File: config.mk
export PLATFORM = sky130hd
export DESIGN_NAME = pipeline_fetch_queue
export DESIGN_NICKNAME = d
export VERILOG_FILES = /design/src/rtl/pipeline_fetch_queue.sv
export SDC_FILE = /design/constraint.sdc
export NUM_CORES = 1
export LEC_CHECK = 0
export CAP_MARGIN = 20
export CORE_UTILIZATION = 35
export CTS_BUF_LIST = sky130_fd_sc_hd__clkbuf_4
export CTS_CLUSTER_DIAMETER = 100
export CTS_CLUSTER_SIZE = 25
export DETAILED_ROUTE_END_ITERATION = 16
export PLACE_DENSITY = 0.6
export SYNTH_ARGS = -nofsm -noshare
export SYNTH_HDL_FRONTEND = slang
export SYNTH_SLANG_ARGS = --single-unit
File: constraint.sdc
create_clock -name clk -period 3.1 [get_ports clk]
set_input_delay 0.93 -clock clk [delete_from_list [all_inputs] [get_ports clk]]
set_output_delay 0.93 -clock clk [all_outputs]
set_load 0.005 [all_outputs]
File: src/rtl/pipeline_fetch_queue.sv
// Instruction fetch front-end: credit-limited requests to a fixed
// 1-cycle-latency memory, buffered in a small FIFO ahead of decode.
`timescale 1ns/1ps
module pipeline_fetch_queue #(
    parameter int unsigned     XLEN     = 32,
    parameter int unsigned     DEPTH    = 4,
    parameter logic [XLEN-1:0] RESET_PC = '0,
    parameter logic [XLEN-1:0] INC      = XLEN'(4)
) (
    input  logic            clk,
    input  logic            reset,
    input  logic            redirect,
    input  logic [XLEN-1:0] redirect_target,
    output logic            imem_req,
    output logic [XLEN-1:0] imem_addr,
    input  logic [XLEN-1:0] imem_rdata,
    output logic            out_valid,
    input  logic            out_ready,
    output logic [XLEN-1:0] out_instr,
    output logic [XLEN-1:0] out_pc
);

    localparam int PW = (DEPTH > 1) ? $clog2(DEPTH) : 1;
    localparam int CW = $clog2(DEPTH + 1);

    logic [XLEN-1:0] pc_q, pc_d;
    logic [XLEN-1:0] ifl_pc_q, ifl_pc_d;
    logic            ifl_q, ifl_d;
    logic            boot_q, boot_d;
    logic [CW-1:0]   count_q, count_d;
    logic [PW-1:0]   head_q, head_d;
    logic [PW-1:0]   tail_q, tail_d;

    logic [XLEN-1:0] mem_pc    [DEPTH];
    logic [XLEN-1:0] mem_instr [DEPTH];

    logic [CW:0] used;
    logic        push;
    logic        pop;

    assign out_valid = (count_q != '0);
    assign out_pc    = mem_pc[head_q];
    assign out_instr = mem_instr[head_q];

    // A redirect flushes everything, so it always sees the full credit.
    always_comb begin
        used = '0;
        if (!redirect) begin
            used = {1'b0, count_q} + (CW + 1)'(ifl_q);
        end
        imem_req  = !boot_q && (used < (CW + 1)'(DEPTH));
        imem_addr = redirect ? redirect_target : pc_q;
        push      = ifl_q && !redirect;
        pop       = out_valid && out_ready && !redirect;
    end

    always_comb begin
        pc_d     = imem_req ? imem_addr + INC : imem_addr;
        ifl_d    = imem_req;
        ifl_pc_d = imem_addr;
        boot_d   = 1'b0;
        count_d  = count_q;
        head_d   = head_q;
        tail_d   = tail_q;
        unique case (1'b1)
            redirect: begin
                count_d = '0;
                head_d  = '0;
                tail_d  = '0;
            end
            push && !pop: begin
                count_d = count_q + 1'b1;
                tail_d  = tail_q + 1'b1;
            end
            pop && !push: begin
                count_d = count_q - 1'b1;
                head_d  = head_q + 1'b1;
            end
            push && pop: begin
                tail_d = tail_q + 1'b1;
                head_d = head_q + 1'b1;
            end
            default: ;
        endcase
    end

    always_ff @(posedge clk or negedge reset) begin
        if (!reset) begin
            pc_q     <= RESET_PC;
            ifl_q    <= 1'b0;
            ifl_pc_q <= RESET_PC;
            boot_q   <= 1'b1;
            count_q  <= '0;
            head_q   <= '0;
            tail_q   <= '0;
        end else begin
            pc_q     <= pc_d;
            ifl_q    <= ifl_d;
            ifl_pc_q <= ifl_pc_d;
            boot_q   <= boot_d;
            count_q  <= count_d;
            head_q   <= head_d;
            tail_q   <= tail_d;
        end
    end

    // Payload storage carries no reset; validity lives in count_q.
    always_ff @(posedge clk) begin
        if (push) begin
            mem_pc[tail_q]    <= ifl_pc_q;
            mem_instr[tail_q] <= imem_rdata;
        end
    end

endmodule

==> impl_metrics.csv <==
group,metric,value,unit
run_status,status,"finished, violations left",
run_status,failed_checks,"setup timing",
worst_setup_path,timing.setup.critical_path_class,"reg -> out",
worst_setup_path,crit_path_start,"head_q[0]",
global_routing,first_pass_grt_wire_length,43500,um
die,ios,166,
worst_setup_path,cp.required,2.17,ns
detailed_routing,remaining_drc_errors,0,
worst_setup_path,timing.critical_path.fanout_max,5,
synthesis,synth_sequential_area_ratio,74.9,%
detailed_routing,detail_route.first_pass.iterations,4,
sta,setup_repair_after_global_routing_missed_its_margin,"true",
global_routing,grt_pass1_vias,7025,
worst_setup_path,crit_path_top_delay_cell,"sky130_fd_sc_hd__dfrtp_4",
layout,layout.cell_area.non_filler,0.0161,mm2
power_and_ir_drop,power.density,625,mW/mm2
run,max-cap-violations,0,
placement,place.detailed.hpwl,18300,um
synthesis,seq_cells_post_synth,327,
sta,clock_skew,0.0789,ns
layout,post-route-util,45.3,%
placement,post_place_cells,1313,
clock_tree,reg_clk_slew_reported_paths,0.26,ns
sta,tightest_slew,0.606,ns
layout,most-common-layout-cells,"256 x sky130_fd_sc_hd__edfxtp_1, 87 x sky130_fd_sc_hd__clkdlybuf4s50_1, 73 x sky130_fd_sc_hd__buf_4",
synthesis,post_synth_inst_count,627,
worst_setup_path,arrival,2.37,ns
clock_tree,htree_levels,1,
worst_setup_path,critPathMaxStageDelay,0.59,ns
placement,placement.io_buffers,165,
sta,max_transition_margin,59.6,%
layout,area_growth,27.7,%
synthesis,synthesized_area_per_cell,20.1,um2
sta,report.final.setup_viol,64,
detailed_routing,num_vias,6700,
synthesis,synthesized_netlist_net_count,703,
detailed_routing,post_drt_via_cell_ratio,4.90,
sta,fmax,303,MHz
worst_setup_path,worst_r2r_startpoint,"count_q[1]",
detailed_routing,post_drt_wl_per_cell,21.1,um
worst_setup_path,kind_of_start_point_of_the_critical_path,"register",
placement,detailed_place.area,0.0156,mm2
clock_tree,tritoncts,"done",
clock_tree,tritoncts.num_buffers,17,
clock_tree,cts-hold-fix-buffers,0,
synthesis,yosysWarningCount,0,
die,floorplan.core_area,0.0356,mm2
layout,layout.cells.most_common,"sky130_fd_sc_hd__edfxtp_1",
die,floorplan.initialDensity,35.5,%
sta,slew_violations,0,
die,std_cell_rows,69,
min_path,type_of_the_worst_min_delay_path,"in -> async",
sta,fin_setup_tns,-5.70,ns
clock_tree,clock_sinks,327,
placement,gp_congestion,0.795,
global_routing,groute.usage.overall,15.9,%
layout,fraction_of_final_layout_cells_sized_beyond_drive_strength_1,34.4,%
synthesis,synth_edf_count,256,
die,die_height,192,um
detailed_routing,antenna_left,0,
power_and_ir_drop,p_leak,5.72,nW
layout,finish.net_count,976,
global_routing,pin_count_of_the_biggest_net_entering_global_routing,48,
synthesis,synth.cell_area,0.0126,mm2
synthesis,synth_async_sr_flop_share,21.7,%
clock_tree,maximum_root_to_sink_buffer_count,3,
global_routing,grt_antenna_before_repair,2,
clock_tree,clk_latency,0.74,ns
worst_setup_path,cp_endpoint_kind,"output pin",
sta,timing.final.ws_setup,-0.203,ns
layout,layoutNonFillerInstCount,1368,
global_routing,overflow,0,
synthesis,synth_cell_types,54,
sta,hold_viol_final,0,
clock_tree,clk_root_buffer_cell,"sky130_fd_sc_hd__clkbuf_4",
sta,layout_worst_path_cycle_share,107,%
detailed_routing,drtIter0Drc,322,
detailed_routing,wirelength,28900,um
synthesis,synth_top_flop_cell,"sky130_fd_sc_hd__edfxtp_1",
die,area_enclosed_by_the_die_boundary,0.0369,mm2
die,die_width,192,um
worst_setup_path,cp_cell_sequence,"buf_12 -> buf_16 -> buf_8 -> mux4_2 -> buf_2",
sta,final_period_minus_worst_setup_slack,3.30,ns
power_and_ir_drop,ir_drop,0.301,mV
## flip-flops by register name (all words and copies together), names as in the netlist, 2 cells and up
signal / cells
mem_pc: 128
head_q: 2
tail_q: 2
count_q: 3
ifl_pc_q: 32
pc_q: 30
mem_instr: 128
## stage by stage
stage / hold slack (ns) / power, mW / setup WS (ns)
floorplan: 0.455 / 6.57 / 0.0589
global placement: 0.468 / 8.05 / -0.136
detailed placement: 0.482 / 8.06 / -0.168
CTS: 0.112 / 10.2 / -0.268
global route: 0.134 / 10.6 / -0.285
finish: 0.145 / 10.1 / -0.203
## layout make-up
type / count / area, um2
Fill cell: 3150 / 19400
Sequential cell: 327 / 9470
Multi-Input combinational cell: 259 / 3010
Timing Repair Buffer: 278 / 2800
Tap cell: 461 / 577
Clock buffer: 23 / 173
Inverter: 17 / 63.8
Clock inverter: 2 / 33.8
Antenna cell: 1 / 2.50
## power by group
group,internal [mW],total [mW],leakage (nW),switching [mW]
Clock,0.358,1.60,0.121,1.24
Combinational,1.92,3.21,2.43,1.29
Sequential,5.08,5.26,3.17,0.179
## critical path, delay by kind of cell (launching register included)
| kind | cells | cell delay [ns] |
|---|---|---|
| mux | 1 | 0.45 |
| flops | 1 | 0.59 |
| buf+inv | 4 | 0.58 |
## routing by layer
metal / GRT usage (%) / share of wire (%) / up-vias
met5: 0 / 0.038 / -
met4: 2.94 / 1.5 / 2
met3: 2.63 / 5.7 / 26
met2: 26.3 / 48 / 191
met1: 22.2 / 45 / 3453
li1: - / - / 3028
## kinds of logic after synthesis
logic type	share of synthesized area, %
buffers and inverters	1.57
muxes	14.0
other	0.0297
AOI/OAI and AO/OA	1.94
xor gates and xnor gates	2.15
adders and majority gates	0.852
DFF	74.9
and+or+nand+nor	4.54
## Yosys cell counts, types with 2 or more instances
cell | n | share of area, %
sky130_fd_sc_hd__edfxtp_1 | 256 | 61
sky130_fd_sc_hd__dfrtp_1 | 70 | 14
sky130_fd_sc_hd__mux4_2 | 64 | 11
sky130_fd_sc_hd__nand2_1 | 22 | 0.65
sky130_fd_sc_hd__mux2_2 | 20 | 1.8
sky130_fd_sc_hd__inv_1 | 17 | 0.51
sky130_fd_sc_hd__xnor2_1 | 16 | 1.1
sky130_fd_sc_hd__nand3_1 | 15 | 0.59
sky130_fd_sc_hd__xor2_1 | 15 | 1.0
sky130_fd_sc_hd__mux2i_1 | 10 | 0.79
sky130_fd_sc_hd__nor2_1 | 10 | 0.30
sky130_fd_sc_hd__buf_2 | 8 | 0.32
sky130_fd_sc_hd__nand3b_1 | 8 | 0.48
sky130_fd_sc_hd__nor3_1 | 8 | 0.32
sky130_fd_sc_hd__ha_1 | 7 | 0.69
sky130_fd_sc_hd__clkbuf_1 | 6 | 0.18
sky130_fd_sc_hd__and2_1 | 5 | 0.25
sky130_fd_sc_hd__buf_1 | 5 | 0.15
sky130_fd_sc_hd__nor4_2 | 5 | 0.50
sky130_fd_sc_hd__a211oi_1 | 4 | 0.24
sky130_fd_sc_hd__a21o_1 | 4 | 0.24
sky130_fd_sc_hd__a22oi_1 | 4 | 0.24
sky130_fd_sc_hd__nand4_1 | 4 | 0.20
sky130_fd_sc_hd__nor2b_1 | 4 | 0.20
sky130_fd_sc_hd__a21oi_1 | 3 | 0.12
sky130_fd_sc_hd__a31oi_1 | 3 | 0.15
sky130_fd_sc_hd__a32o_1 | 2 | 0.16
sky130_fd_sc_hd__buf_4 | 2 | 0.12
sky130_fd_sc_hd__nand2b_1 | 2 | 0.099
sky130_fd_sc_hd__nand3b_4 | 2 | 0.32
sky130_fd_sc_hd__nor4_1 | 2 | 0.099
sky130_fd_sc_hd__o22ai_1 | 2 | 0.099
## what timing repair did
action	in CTS	in global routing
cloned	9	1
buffers inserted	18	6
gates resized for setup	300	32
endpoints found under the setup margin	90	87
## worst paths after layout
check	endpoint	slack, ns	cells after the start
min reg2reg	mem_pc[3][27]	0.44	0
max reg2reg	count_q[2]	0.91	10
max in group asynchronous	boot_q	2.28	2
min in group clk	mem_pc[3][27]	0.44	0
max	out_pc[7]	-0.20	5
min	head_q[0]	0.15	1
Power figures use the tool's default switching activity.
==> edit 1: new RTL, config.mk and constraints unchanged <==
`DEPTH`: 4 -> 8.
--- a/src/rtl/pipeline_fetch_queue.sv
+++ b/src/rtl/pipeline_fetch_queue.sv
@@ -3,7 +3,7 @@
 `timescale 1ns/1ps
 module pipeline_fetch_queue #(
     parameter int unsigned     XLEN     = 32,
-    parameter int unsigned     DEPTH    = 4,
+    parameter int unsigned     DEPTH    = 8,
     parameter logic [XLEN-1:0] RESET_PC = '0,
     parameter logic [XLEN-1:0] INC      = XLEN'(4)
 ) (
Check against the original RTL: not equivalent (Yosys sat finds a counterexample within 10 cycles, from zero or initial values and one cycle with reset low).
==> edit 1 against the original RTL <==
The flow still finishes with violations (negative setup slack); clock power increased by 89%; die area increased by 79%; total power increased by 68%; utilization decreased by 0.81 points; non-clock buffer count increased by 92; area after synthesis increased by 80%; fmax decreased by 12%; synthesized cell count increased by 67%; sequential cell count increased by 259; combinational power increased by 50%; routed wire length increased by 76%; design area increased by 75%; global-route usage decreased by 0.71 points; setup slack got worse by 470 ps; largest power group unchanged.
==> edit 1: results (changes against the original RTL) <==
Placed Area=26,570 um2 (was 15,550 um2); Setup WS post-layout=-668.9 ps (was -203.3 ps); Leakage=9.696 nW (was 5.719 nW); EDFF count, synth=512 (was 256); area delta synth->final=24.78% (was 27.67%); failing checks=negative setup slack (unchanged); initial DRC count=725 (was 322); Distinct cells, synth=52 (was 54); multi-input combinational cell area=5527 um2 (was 3005 um2); register area share after synthesis=0.7596 (was 0.7493); Net Count, Synth=1,124 (was 703); met3 wire len=2.217 mm (was 1.638 mm); worst-path fanout max=6 (was 5); final setup vio count=64 (unchanged); clock buf count=48 (was 23); Peak VDD IR=0.0002444 V (was 0.0003009 V); top cells by count, synth=edfxtp_1 (512), mux4_2 (128), mux2_2 (82), dfrtp_1 (73), nand2_1 (34) (was edfxtp_1 (256), dfrtp_1 (70), mux4_2 (64), nand2_1 (22), mux2_2 (20)); initial antenna violation count=4 (was 2); FFs & Latches=586 (was 327); Setup crit end=out_instr[26] (was out_pc[7]); status=finished with violations (unchanged); highest routed metal layer=met4 (was met5); largest cells by area after synthesis=edfxtp_1 (68%), mux4_2 (13%), dfrtp_1 (8.1%), mux2_2 (4.1%), xnor2_1 (0.66%) (was edfxtp_1 (61%), dfrtp_1 (14%), mux4_2 (11%), mux2_2 (1.8%), xnor2_1 (1.1%)); Final clock-cell share=0.01539 (was 0.01280); largest net degree at the start of global routing=43 (was 48); DPL Wire Length=30.13 mm (was 18.28 mm); GP Congestion=0.7721 (was 0.7953)
edit 1: worst max-delay path, stage by stage (launching register included):
cell and delay, ps:
dfrtp_4 600, buf_12 170, buf_12 130, buf_16 140, buf_6 110, mux4_2 430
mux2_4 290, buf_6 120
edit 1: logic make-up (layout without fill, tap and decap cells):
logic type,Yosys count,after routing,synth area share
and+or+nand+nor,109,109,0.02720
other,1,5,0.0001653
xor gates and xnor gates,34,34,0.01313
buffers and inverters,59,435,0.01192
AOI/OAI and AO/OA,31,31,0.01098
adders and majority gates,8,8,0.004744
DFF,586,586,0.7596
muxes,220,220,0.1722
edit 1: metal layers:
| metal | vias up | track usage |
|---|---|---|
| met5 | - | 0 |
| met4 | 0 | 0.02546 |
| met3 | 37 | 0.02096 |
| met2 | 215 | 0.2532 |
| met1 | 5947 | 0.2151 |
| li1 | 4968 | - |
edit 1: report_power, final:
group,internal (mW),total (mW),switching [mW]
clock network,0.801,3.03,2.23
logic,3.04,4.82,1.79
registers,8.89,9.08,0.184
edit 1: repair_timing:
item                                   in CTS  in global routing
resized for setup                         140                258
gates cloned                                3                  7
endpoints found under the hold margin      30                  0
setup endpoints to repair                  91                 82
buffers inserted                           25                 55
hold buffers                                1                  0
pin swaps                                   1                  2
edit 1: stage by stage:
stage	power, mW	setup WS (ps)	utilization	hold slack, ps	cells
final	16.93	-668.9	0.4454	464.7	2274
after floorplan	11.17	-410.9	-	492.5	1048
after CTS	16.18	-943.7	0.4309	398.4	2211
after global routing	17.70	-801.3	0.4453	381.1	2271
after global placement	12.90	-273.7	0.4181	516.2	2130
after detailed placement	12.95	-282.9	0.4181	561.9	2130
==> edit 2: new RTL, same flow settings <==
Without the edit above. Make the reset (`reset`) synchronous in one clocked block.
--- a/src/rtl/pipeline_fetch_queue.sv
+++ b/src/rtl/pipeline_fetch_queue.sv
@@ -84,7 +84,7 @@
         endcase
     end
 
-    always_ff @(posedge clk or negedge reset) begin
+    always_ff @(posedge clk) begin
         if (!reset) begin
             pc_q     <= RESET_PC;
             ifl_q    <= 1'b0;
Function: differs if reset is asserted again (counterexample within 4 cycles, from zero or initial values and one cycle with reset low); with reset held inactive, the same outputs for 4 cycles.
==> edit 2 against the original RTL <==
The flow still finishes with violations (negative setup slack); area after synthesis shrank 0.26%; die area shrank 0.26%; utilization grew 0.17 points; sequential cell count grew 2; design area grew 0.14%; clock skew shrank 4.4 ps; routed wire length grew 2.6%; critical path depth is the same; worst hold slack gained 320 ps; setup slack gained 120 ps.
Power is not compared: it rests on default switching activity, and its combinational part moved more than twofold at a synthesized area within 25%.
==> edit 2: results (changes against the original RTL) <==
CTS resizes=302 (was 300); initial antenna violation count=1 (was 2); layout cell share with drive strength beyond 1=0.3258 (was 0.3444); wire length on met2=14.31 mm (was 13.84 mm); clock-pin slew on the worst setup and hold paths=240 ps (was 260 ps); final-layout non-clock buffer area share=0.1712 (was 0.1736); CP peak stage delay=520 ps (was 590 ps); Inverters=30 (was 17); Layout Nets=1,046 (was 976); Total GRT Usage=0.1610 (was 0.1590); highest routed metal layer=met4 (was met5); largest cells by area after synthesis=edfxtp_1 (61%), dfxtp_1 (12%), mux4_2 (11%), mux2i_1 (1.6%), mux2_2 (1.5%) (was edfxtp_1 (61%), dfrtp_1 (14%), mux4_2 (11%), mux2_2 (1.8%), xnor2_1 (1.1%)); vias in the first global route=7,275 (was 7,025); multi-input gate count=317 (was 259); DPL Wire Length=18.87 mm (was 18.28 mm); top cells by count, synth=edfxtp_1 (256), dfxtp_1 (73), mux4_2 (64), nor2_1 (48), inv_1 (30) (was edfxtp_1 (256), dfrtp_1 (70), mux4_2 (64), nand2_1 (22), mux2_2 (20)); final setup vio count=36 (was 64); #FFs+latches synth=329 (was 327); first-pass GRT wire length=44.06 mm (was 43.48 mm); HP Class=flip-flop to flip-flop (was input pin to async pin); post-layout util=0.4552 (was 0.4534); slowest CP cell=mux4_2 (was dfrtp_4); Place WS=-111.4 ps (was -168.5 ps); vias per cell=4.922 (was 4.898); routed wire length=29.63 mm (was 28.87 mm); register area share after synthesis=0.7261 (was 0.7493); initial DRC count=486 (was 322); status=finished with violations (unchanged); Setup crit end=out_pc[6] (was out_pc[7]); Setup WS post-layout=-88.16 ps (was -203.3 ps); failing checks=negative setup slack (unchanged); met3 usage=0.02083 (was 0.02631); Setup TNS=-1669 ps (was -5702 ps)
==> edit 2: cell types whose count changed after synthesis, sizes merged, moves of 7 or more <==
cell and delta:
dfrtp -70, nor3 +9, and2 +13, clkbuf +8, a21oi +10, xnor2 -8
xor2 -13, nand3b -7, mux2i +10, nor2 +38, dfxtp +73, inv +13
==> edit 2: worst min-delay path by stage <==
stage	startpoint	to	slack, ps	depth (start not counted)
floorplan	head_q[1]$_SDFFE_PN0N_	flip-flop	410	1
global placement	head_q[1]$_SDFFE_PN0N_	flip-flop	420	1
detailed placement	head_q[1]$_SDFFE_PN0N_	flip-flop	430	1
CTS	ifl_pc_q[7]$_SDFF_PN0_	mem_pc[0][7]$_DFFE_PP_	450	0
global route	ifl_pc_q[10]$_SDFF_PN0_	mem_pc[0][10]$_DFFE_PP_	480	0
finish	head_q[1]$_SDFFE_PN0N_	flip-flop	470	1
